==> src/rtl/psk_pkg.sv <==
// psk_pkg: shared types, Gray-to-phase constants and the saturating negate
// used by the PSK modulator and by the receiver's reference generator.
package psk_pkg;

    // Index into the four-entry carrier set {I, Q, -I, -Q}
    typedef logic [1:0] phase_idx_t;

    // Modulator control states
    typedef enum logic {
        IDLE = 1'b0,
        SEND = 1'b1
    } psk_state_t;

    // QPSK Gray mapping, symbol bits {bI,bQ} -> phase index
    localparam phase_idx_t QPSK_P_00 = 2'd0;
    localparam phase_idx_t QPSK_P_10 = 2'd1;
    localparam phase_idx_t QPSK_P_11 = 2'd2;
    localparam phase_idx_t QPSK_P_01 = 2'd3;

    // BPSK mapping, symbol bit b -> phase index
    localparam phase_idx_t BPSK_P_0 = 2'd0;
    localparam phase_idx_t BPSK_P_1 = 2'd2;

    // Map raw symbol bits onto a phase index; BPSK looks only at bit 0
    function automatic phase_idx_t gray_to_phase(input logic [1:0] bits,
                                                 input logic       is_bpsk);
        phase_idx_t p;
        p = QPSK_P_00;
        if (is_bpsk) begin
            p = bits[0] ? BPSK_P_1 : BPSK_P_0;
        end else begin
            case (bits)
                2'b00:   p = QPSK_P_00;
                2'b10:   p = QPSK_P_10;
                2'b11:   p = QPSK_P_11;
                default: p = QPSK_P_01;
            endcase
        end
        return p;
    endfunction

    // Negate a w-bit signed value held sign-extended in 32 bits; the most
    // negative code would overflow, so it clamps to the most positive code.
    function automatic logic signed [31:0] sat_neg(input logic signed [31:0] x,
                                                   input int                 w);
        logic signed [31:0] minVal;
        minVal = -(32'sd1 <<< (w - 1));
        if (x == minVal) begin
            return -(minVal + 32'sd1);
        end
        return -x;
    endfunction

endpackage

==> src/rtl/psk_phase_sel.sv <==
// psk_phase_sel: picks the output I/Q pair from the carrier set
// {I, Q, -I, -Q} for a given phase index. out_I = c[p], out_Q = c[p+1].
// Purely combinational so it can also serve the receiver's reference path.
module psk_phase_sel
    import psk_pkg::*;
#(
    parameter int WIDTH = 12
) (
    input  logic signed [WIDTH-1:0] i_carrier_I,
    input  logic signed [WIDTH-1:0] i_carrier_Q,
    input  phase_idx_t              i_phase,
    output logic signed [WIDTH-1:0] o_I,
    output logic signed [WIDTH-1:0] o_Q
);

    logic signed [WIDTH-1:0] w_neg_I;
    logic signed [WIDTH-1:0] w_neg_Q;

    assign w_neg_I = WIDTH'(sat_neg(32'(i_carrier_I), WIDTH));
    assign w_neg_Q = WIDTH'(sat_neg(32'(i_carrier_Q), WIDTH));

    // Rotate through the carrier set by the requested quarter-turns
    always_comb begin
        o_I = i_carrier_I;
        o_Q = i_carrier_Q;
        case (i_phase)
            2'd0: begin o_I = i_carrier_I; o_Q = i_carrier_Q; end
            2'd1: begin o_I = i_carrier_Q; o_Q = w_neg_I;     end
            2'd2: begin o_I = w_neg_I;     o_Q = w_neg_Q;     end
            default: begin o_I = w_neg_Q;  o_Q = i_carrier_I; end
        endcase
    end

endmodule

==> src/rtl/psk_mod_serial.sv <==
// psk_mod_serial: serialising BPSK/QPSK modulator. Whole AXIS words are
// split LSB first into symbols, each held for SPS samples, Gray mapped and
// rotated onto the incoming carrier. Words chain back to back when the next
// one is offered on the last sample of the current word.
// Optional build macro PSK_MOD_DIFF_EN adds differential (DBPSK/DQPSK)
// encoding through a phase accumulator.
module psk_mod_serial
    import psk_pkg::*;
#(
    parameter int WIDTH = 12,
    parameter int BYTES = 1,
    parameter int SPS_W = 4
) (
    input  logic                    clk_16M384,
    input  logic                    rst_16M384,
    input  logic [BYTES*8-1:0]      data_tdata,
    input  logic                    data_tvalid,
    output logic                    data_tready,
    input  logic                    data_tlast,
    input  logic                    data_tuser,
    input  logic signed [WIDTH-1:0] carrier_I,
    input  logic signed [WIDTH-1:0] carrier_Q,
    input  logic [SPS_W-1:0]        SPS,
    output logic signed [WIDTH-1:0] out_I,
    output logic signed [WIDTH-1:0] out_Q,
    output logic                    out_vld,
    output logic                    out_last,
    output logic                    out_is_bpsk,
    output logic [1:0]              out_bits,
    output logic                    out_sym_start,
    output logic                    out_underrun
);

    localparam int BITS  = BYTES * 8;
    localparam int SYM_W = $clog2(BITS);
    localparam int CNT_W = SPS_W + 1;

    psk_state_t              r_state;
    logic [BITS-1:0]         r_shreg;
    logic                    r_is_bpsk;
    logic                    r_last;
    logic [SYM_W-1:0]        r_sym_cnt;
    logic [CNT_W-1:0]        r_samp_cnt;
    logic [CNT_W-1:0]        r_sps_eff;

    logic signed [WIDTH-1:0] r_out_I;
    logic signed [WIDTH-1:0] r_out_Q;
    logic                    r_out_vld;
    logic                    r_out_last;
    logic                    r_out_is_bpsk;
    logic [1:0]              r_out_bits;
    logic                    r_out_sym_start;
    logic                    r_out_underrun;

    logic [CNT_W-1:0]        w_sps_in;
    logic [CNT_W-1:0]        w_sps_cur;
    logic                    w_sym_start;
    logic                    w_sym_end;
    logic                    w_last_sym;
    logic                    w_word_end;
    logic                    w_tready;
    logic                    w_load;
    logic [1:0]              w_sym_bits;
    phase_idx_t              w_p_map;
    phase_idx_t              w_p;
    logic signed [WIDTH-1:0] w_sel_I;
    logic signed [WIDTH-1:0] w_sel_Q;

    // A zero SPS code stands for the full 2^SPS_W samples per symbol. On the
    // first sample of a symbol the live input decides the symbol length, so
    // even a one-sample symbol ends on time; later samples use the latch.
    assign w_sps_in    = (SPS == '0) ? CNT_W'(1 << SPS_W) : CNT_W'(SPS);
    assign w_sym_start = (r_samp_cnt == '0);
    assign w_sps_cur   = w_sym_start ? w_sps_in : r_sps_eff;
    assign w_sym_end   = (r_samp_cnt == w_sps_cur - CNT_W'(1));
    assign w_last_sym  = r_is_bpsk ? (r_sym_cnt == SYM_W'(BITS - 1))
                                   : (r_sym_cnt == SYM_W'(BITS / 2 - 1));
    assign w_word_end  = (r_state == SEND) && w_sym_end && w_last_sym;

    // Ready only when idle or on the very last sample of a word, so a word
    // offered at that moment follows with no gap.
    assign w_tready    = (r_state == IDLE) || w_word_end;
    assign w_load      = data_tvalid && w_tready;
    assign data_tready = w_tready;

    assign w_sym_bits  = r_is_bpsk ? {1'b0, r_shreg[0]} : r_shreg[1:0];
    assign w_p_map     = gray_to_phase(r_shreg[1:0], r_is_bpsk);

`ifdef PSK_MOD_DIFF_EN
    phase_idx_t r_p_acc;

    // Each new symbol advances the running phase; samples inside a symbol
    // keep the phase reached at its start.
    assign w_p = w_sym_start ? phase_idx_t'(r_p_acc + w_p_map) : r_p_acc;

    // Running phase persists across plain word boundaries and underruns,
    // and restarts at zero once a frame's final symbol is done.
    always_ff @(posedge clk_16M384) begin
        if (rst_16M384) begin
            r_p_acc <= '0;
        end else if (r_state == SEND) begin
            if (w_word_end && r_last) begin
                r_p_acc <= '0;
            end else if (w_sym_start) begin
                r_p_acc <= w_p;
            end
        end
    end
`else
    assign w_p = w_p_map;
`endif

    psk_phase_sel #(
        .WIDTH(WIDTH)
    ) u_phase_sel (
        .i_carrier_I(carrier_I),
        .i_carrier_Q(carrier_Q),
        .i_phase    (w_p),
        .o_I        (w_sel_I),
        .o_Q        (w_sel_Q)
    );

    // Word loading, symbol timing and shifting; a reset drops any word
    // still in flight.
    always_ff @(posedge clk_16M384) begin
        if (rst_16M384) begin
            r_state    <= IDLE;
            r_shreg    <= '0;
            r_is_bpsk  <= 1'b0;
            r_last     <= 1'b0;
            r_sym_cnt  <= '0;
            r_samp_cnt <= '0;
            r_sps_eff  <= '0;
        end else begin
            if (r_state == SEND && w_sym_start) begin
                r_sps_eff <= w_sps_in;
            end
            if (w_load) begin
                r_shreg    <= data_tdata;
                r_is_bpsk  <= data_tuser;
                r_last     <= data_tlast;
                r_sym_cnt  <= '0;
                r_samp_cnt <= '0;
                r_state    <= SEND;
            end else if (r_state == SEND) begin
                if (w_word_end) begin
                    r_sym_cnt  <= '0;
                    r_samp_cnt <= '0;
                    r_state    <= IDLE;
                end else if (w_sym_end) begin
                    r_shreg    <= r_is_bpsk ? (r_shreg >> 1) : (r_shreg >> 2);
                    r_sym_cnt  <= r_sym_cnt + SYM_W'(1);
                    r_samp_cnt <= '0;
                end else begin
                    r_samp_cnt <= r_samp_cnt + CNT_W'(1);
                end
            end
        end
    end

    // Registered sample outputs; everything is forced to zero while idle.
    always_ff @(posedge clk_16M384) begin
        if (rst_16M384 || r_state != SEND) begin
            r_out_I         <= '0;
            r_out_Q         <= '0;
            r_out_vld       <= 1'b0;
            r_out_last      <= 1'b0;
            r_out_is_bpsk   <= 1'b0;
            r_out_bits      <= 2'b00;
            r_out_sym_start <= 1'b0;
            r_out_underrun  <= 1'b0;
        end else begin
            r_out_I         <= w_sel_I;
            r_out_Q         <= w_sel_Q;
            r_out_vld       <= 1'b1;
            r_out_last      <= r_last && w_last_sym;
            r_out_is_bpsk   <= r_is_bpsk;
            r_out_bits      <= w_sym_bits;
            r_out_sym_start <= w_sym_start;
            r_out_underrun  <= w_word_end && !w_load && !r_last;
        end
    end

    assign out_I         = r_out_I;
    assign out_Q         = r_out_Q;
    assign out_vld       = r_out_vld;
    assign out_last      = r_out_last;
    assign out_is_bpsk   = r_out_is_bpsk;
    assign out_bits      = r_out_bits;
    assign out_sym_start = r_out_sym_start;
    assign out_underrun  = r_out_underrun;

endmodule

==> config.mk <==
export PLATFORM = sky130hd
export DESIGN_NAME = psk_mod_serial
export DESIGN_NICKNAME = d
export VERILOG_FILES = /design/src/rtl/psk_pkg.sv /design/src/rtl/psk_phase_sel.sv /design/src/rtl/psk_mod_serial.sv
export SDC_FILE = /design/constraint.sdc
export NUM_CORES = 1
export LEC_CHECK = 0
export ABC_AREA = 0
export CORE_MARGIN = 5
export CORE_UTILIZATION = 45
export CTS_CLUSTER_DIAMETER = 30
export DETAILED_ROUTE_END_ITERATION = 8
export PLACE_DENSITY_LB_ADDON = 0.1
export SETUP_SLACK_MARGIN = 0.3
export SLEW_MARGIN = 20
export SYNTH_ARGS = -nofsm -noshare
export SYNTH_HDL_FRONTEND = slang
export SYNTH_HIERARCHICAL = 1
export SYNTH_SLANG_ARGS = --single-unit
==> constraint.sdc <==
create_clock -name clk_16M384 -period 3.3 [get_ports clk_16M384]
set_clock_uncertainty 0.15 [all_clocks]
set_input_delay 0.33 -clock clk_16M384 [delete_from_list [all_inputs] [get_ports clk_16M384]]
set_output_delay 0.33 -clock clk_16M384 [all_outputs]
set_load 0.02 [all_outputs]
== Yosys cells after proc, flatten, opt, wreduce, memory -nomap -nowiden ==
Index checks and enable logic that the tools add are counted.

* Reduce and logical (&&, ||, !) cells: 22
* Divide/modulo/power cells: 0
* Add/subtract/negate cells: 5
* Multiply operators: 0
* Magnitude comparators: 0
* Shift-type cells: 0
* Bitwise logic cells: 1
* Equal/unequal tests: 10
* Multiplexer cells: 27

{| class="wikitable"
|+ Operators with widths
! cell !! number
|-
| one-hot mux 12 bit (3 select lines) || 2
|-
| 2-to-1 mux 12 bit || 4
|-
| 2-to-1 mux 8 bit || 4
|-
| equality test 12 bit, second input constant || 2
|-
| negation 12 bit || 2
|-
| 2-to-1 mux 5 bit || 4
|-
| logical AND 1 bit || 7
|-
| 2-to-1 mux 1 bit || 7
|-
| 2-to-1 mux 7 bit || 1
|-
| equality test 2 bit, second input constant || 3
|-
| 2-to-1 mux 3 bit || 2
|-
| one-hot mux 2 bit (3 select lines) || 1
|-
| nonzero test 2 bit || 3
|-
| adder 5 x 1 -> 5 bit, second input constant || 1
|-
| equality test 5 bit || 1
|-
| zero test 5 bit || 1
|-
| subtractor 5 x 1 -> 5 bit, second input constant || 1
|-
| zero test 2 bit || 2
|-
| zero test 4 bit || 1
|-
| 2-to-1 mux 2 bit || 2
|-
| OR reduction 2 bit || 2
|-
| adder 3 x 1 -> 3 bit, second input constant || 1
|-
| equality test 3 x 2 -> 1 bit, second input constant || 1
|-
| equality test 3 bit, second input constant || 1
|-
| 7 further kinds || 9
|}

* Memories kept: 0
* Register bits: 55
* ROM bits: 0
* Input port bits: 41
* Bits in latches: 0
* Memory bits (writable): 0

== Depth between registers and ports, before layout ==
* Depth in word-level cells: 12
* Mapped depth: 13
* Mapped depth without buffers: 10

== Modules after synthesis ==
Netlist, hierarchy kept.

{| class="wikitable"
|+ By module, submodules not included
! module !! times used !! cells an instance !! area an instance (µm²)
|-
| psk_mod_serial || 1 || 268 || 2506.2
|-
| psk_phase_sel || 1 || 209 || 1417.6
|}

== Worst setup path after synthesis ==
Ideal clock, no wire load.

* Kind: flip-flop to output port
* From: reg r_samp_cnt[0]
* To: out data_tready
* Cell stages (with the launch flop): 12
* Path slack: 0.050 ns
* Data arrival time: 2.770 ns
* Buffers on the path: 2
* Cells stage by stage: dfxtp_1 > inv_1 > ha_1 > nor4b_4 > buf_6 > mux2i_1 > ha_1 > xnor2_1 > a211oi_2 > o211ai_2 > buf_6 > o31ai_1

* Longest elaborated chain between the ends: 7

{| class="wikitable"
|+ Ends and longest elaborated chain
! element !! line !! RTL
|-
| start, declared || psk_mod_serial.sv:43 || <nowiki>logic [CNT_W-1:0] r_samp_cnt;</nowiki>
|-
| start signal, assigned || psk_mod_serial.sv:155 || <nowiki>r_samp_cnt <= r_samp_cnt + CNT_W'(1);</nowiki>
|-
| zero test 5 bit || psk_mod_serial.sv:73 || <nowiki>assign w_sym_start = (r_samp_cnt == '0);</nowiki>
|-
| 2-to-1 mux 5 bit || psk_mod_serial.sv:74 || <nowiki>assign w_sps_cur = w_sym_start ? w_sps_in : r_sps_eff;</nowiki>
|-
| subtractor 5 x 1 -> 5 bit || psk_mod_serial.sv:75 || <nowiki>assign w_sym_end = (r_samp_cnt == w_sps_cur - CNT_W'(1));</nowiki>
|-
| equality test 5 bit * || psk_mod_serial.sv:75 ||
|-
| logical AND 1 bit * (2 in series) || psk_mod_serial.sv:78 || <nowiki>assign w_word_end = (r_state == SEND) && w_sym_end && w_last_sym;</nowiki>
|-
| logical OR 1 bit * || psk_mod_serial.sv:82 || <nowiki>assign w_tready = (r_state == IDLE) || w_word_end;</nowiki>
|-
| end, declared || psk_mod_serial.sv:18 || <nowiki>output logic data_tready,</nowiki>
|}

Mark *: on every way between the ends. The rest lies on a longest branch, timed or not.

== Worst setup path after layout ==
Same ends and word-level chain as after synthesis.

==> summary.md <==
| Metric | Value |
|---|---|
| CTS buffer count | 5 |
| Global placer's final weighted congestion | 1.01 |
| Leakage dissipation | 1.81 nW |
| Count of distinct cell types in the synthesized netlist | 73 |
| Endpoint arrival time on the critical path | 2540 ps |
| Post-synthesis cell area | 3920 µm² |
| Syn Nets | 526 |
| PwrDens | 332 nW/µm² |
| Highest-delay cell along the critical path | mux2_1 |
| Post-DP HPWL | 8.19 mm |
| Startpoint class of the critical path | flop |
| Net Switching | 0.000541 W |
| I/O pin count | 73 |
| Crit path required time | 2820 ps |
| Pin count of the biggest net entering global routing | 38 |
| Share of flip-flops with an asynchronous set or reset | 0 |
| Clock latency of the later-clocked register in the worst-skew pair | 310 ps |
| Inserted Diodes | 0 |
| Number of enable flip-flop cells after synthesis | 0 |
| CTS root buffer | clkbuf_8 |
| Total power consumption of the routed design | 0.00165 W |
| Top FF cell, synth | dfxtp_1 |
| Post-synthesis average cell area | 8.23 µm² |
| First DRT Iteration DRCs | 136 |
| Final cycle utilization of the critical path | 0.914 |
| Final wirelength | 10.9 mm |
| Tmin final | 3020 ps |
| Vias in the first global route | 3809 |
| Total number of clock tree sinks | 55 |
| Reg-to-Reg End | r_shreg[5]$_SDFFE_PP0P_ |
| Total number of yosys warnings | 6 |
| Clock tree from TritonCTS | done |
| Die boundary height | 103 µm |
| Library cell occupying the most area in the post-synthesis netlist | dfxtp_1 |
| Total Nets Final | 600 |
| Min-delay worst type | flop to flop |
| Die Area | 10700 µm² |
| Standard-cell row count | 34 |
| Clock network power share | 0.213 |
| H-tree depth | 2 |
| Worst path cell trace | inv_2 -> ha_4 -> nor4b_4 -> buf_4 -> buf_4 -> mux2_1 -> a21oi_1 -> o211ai_2 -> o31ai_4 -> buf_6 |
| DRC violation count after routing | 0 |
| Proportion of power drawn by flip-flops and latches | 0.437 |
| Cell repeated most along the worst path | buf_4 |
| Clock-pin slew on the worst setup and hold paths | 100 ps |
| Stage delay of the slowest cell on the critical path | 340 ps |
| Relative area change from synthesis to final layout | 26.6% |
| Quantity of I/O buffers inserted on ports | 72 |
| Outcome | finished clean |
| Flip-flop and latch count after synthesis | 55 |
| Share of the synthesized area in the top cell type | 0.281 |
| Final setup viols | 0 |
| Total vias in the final route | 3968 |
| Combinational group share of total power | 0.350 |
| Initial antenna violation count | 0 |
| Setup total negative slack | 0 ps |
| Most used standard cell by instance count after synthesis | dfxtp_1 |
| First-pass GRT wire length | 18.0 mm |
| Initial Util | 0.457 |
| Length in cells of the worst reg-to-reg path | 11 |
| Sw Share | 0.328 |
| Layout cells sized above 1 | 0.144 |
| Remaining Overflow, GRT | 0 |
| Cell types with the highest counts after synthesis | dfxtp_1, nor2_1, and2_1, clkbuf_1, nand2_1 |
| Timing startpoint of the critical path | r_samp_cnt[0]$_SDFFE_PP0P_ |
| Internal | 0.00111 W |
| Max Cap Violations | 0 |
| Slew margin rel. | 0.568 |
| Type of the worst setup path | flop to output port |
| Unrepaired setup endpoints after global routing | yes |
| Hold worst-path end | out_last$_SDFF_PN0_ |
| Detail-routed net length per standard cell | 16.6 µm |
| First drt pass iteration count | 5 |
| Count of hold-fix buffers inserted at cts | 0 |
| Max FO, Critical Path | 6 |
| Actual slew at the worst max-slew pin | 645 ps |
| Die Width | 103 µm |
| Hold Crit Depth | 2 |
| Hold path start | r_last$_SDFFE_PP0P_ |
| Via-to-Cell Ratio | 6.03 |
| Dominant delay contributor by cell family on the critical path | compound AO/OA/AOI/OAI gates |
| Final Max Slew Viols | 0 |
| Reg-to-Reg Start | r_samp_cnt[0]$_SDFFE_PP0P_ |
| Core area | 8590 µm² |
| Cells taking the most area after synthesis | dfxtp_1, mux2i_1, and2_1, nor2_1, a21oi_1 |
| Global-route usage over all layers | 0.209 |
| Clock Path Buffers | 2 |
| Maximum clock rate | 0.332 GHz |
| Antenna Nets Post-Route | 0 |
| Sequential element share of the synthesized area | 0.281 |
| Number of buffers and inverters on the critical path | 4 |
| Worst setup slack for register-to-register paths | 380 ps |
| Worst Setup End Kind | output port |
| Number of cells produced by synthesis | 477 |
| Worst ir drop on vdd | 134 µV |
| Final-report hold violation count | 0 |
## logic make-up after synthesis
group / synth area share
AOI/OAI and AO/OA: 0.258
adders and majority gates: 0.0255
DFF: 0.281
and+or+nand+nor: 0.276
buffers and inverters: 0.0689
xor gates and xnor gates: 0.0246
muxes: 0.0663
## tightest hold or removal path, cell delays in order, from the launching register on
cell and delay, ps:
dfxtp_1 350, nand2_1 60, nor2_1 30
## sequential cells by signal, indices dropped and copies added (netlist names), 2 cells and up
name and cells:
out_I 12, out_Q 12, r_shreg 8, r_samp_cnt 5, r_sps_eff 5, r_sym_cnt 3
out_bits 2
## worst max path at each step
| stage | end | slack (ps) | cells past startpoint |
|---|---|---|---|
| floorplan | r_sym_cnt[1]$_SDFFE_PP0P_ | 320 | 12 |
| global placement | data_tready | 100 | 7 |
| detailed placement | data_tready | 20 | 10 |
| CTS | data_tready | 180 | 10 |
| global route | data_tready | 100 | 10 |
| finish | data_tready | 280 | 10 |
## per-stage QoR
step                       util  cells  area, µm²  hold slack, ps  setup WS, ps
after floorplan               -    477       3940             273           324
final                     0.578    658       4970             320           284
after detailed placement  0.560    645       4810             305          21.9
after global routing      0.578    658       4970             339           103
after global placement    0.560    645       4810             305           100
after CTS                 0.574    655       4940             321           180
## timing repair
item | 4_1_cts | 5_1_grt
pin swaps | 4 | 3
setup endpoints to repair | 7 | 11
gates resized for setup | 13 | 5
cloned | 0 | 0
buffers inserted | 4 | 3
## power groups by stage
| stage | Combinational (W) | Sequential [W] | Clock, W |
|---|---|---|---|
| floorplan | 0.000334 | 0.000752 | 0 |
| global placement | 0.000547 | 0.000734 | 0 |
| detailed placement | 0.000553 | 0.000735 | 0 |
| CTS | 0.000569 | 0.000720 | 0.000359 |
| global route | 0.000629 | 0.000724 | 0.000385 |
| finish | 0.000577 | 0.000720 | 0.000351 |
## per-layer routing
metal / share of wire / track usage
met2: 0.49 / 0.362
met3: 0.053 / 0.0262
met5: 0 / 0
met1: 0.43 / 0.269
met4: 0.021 / 0.0657
## placed cells by master (no fill, tap or decap), types with 16 or more instances in the layout
cell,n
clkdlybuf4s50_1,71
dfxtp_1,54
buf_4,34
nor2_1,30
and2_1,26
nand2_1,24
a21oi_1,23
mux2i_1,17
inv_1,16
nor3_1,16
## area by class of cell
cell class	instances	area [µm²]
sequential	55	1100
inverter	19	71.3
clock buffer	6	72.6
tap	108	135
fill	812	3630
multi-input combinational	363	2600
timing repair buffer	107	988
Power figures use the tool's default switching activity.
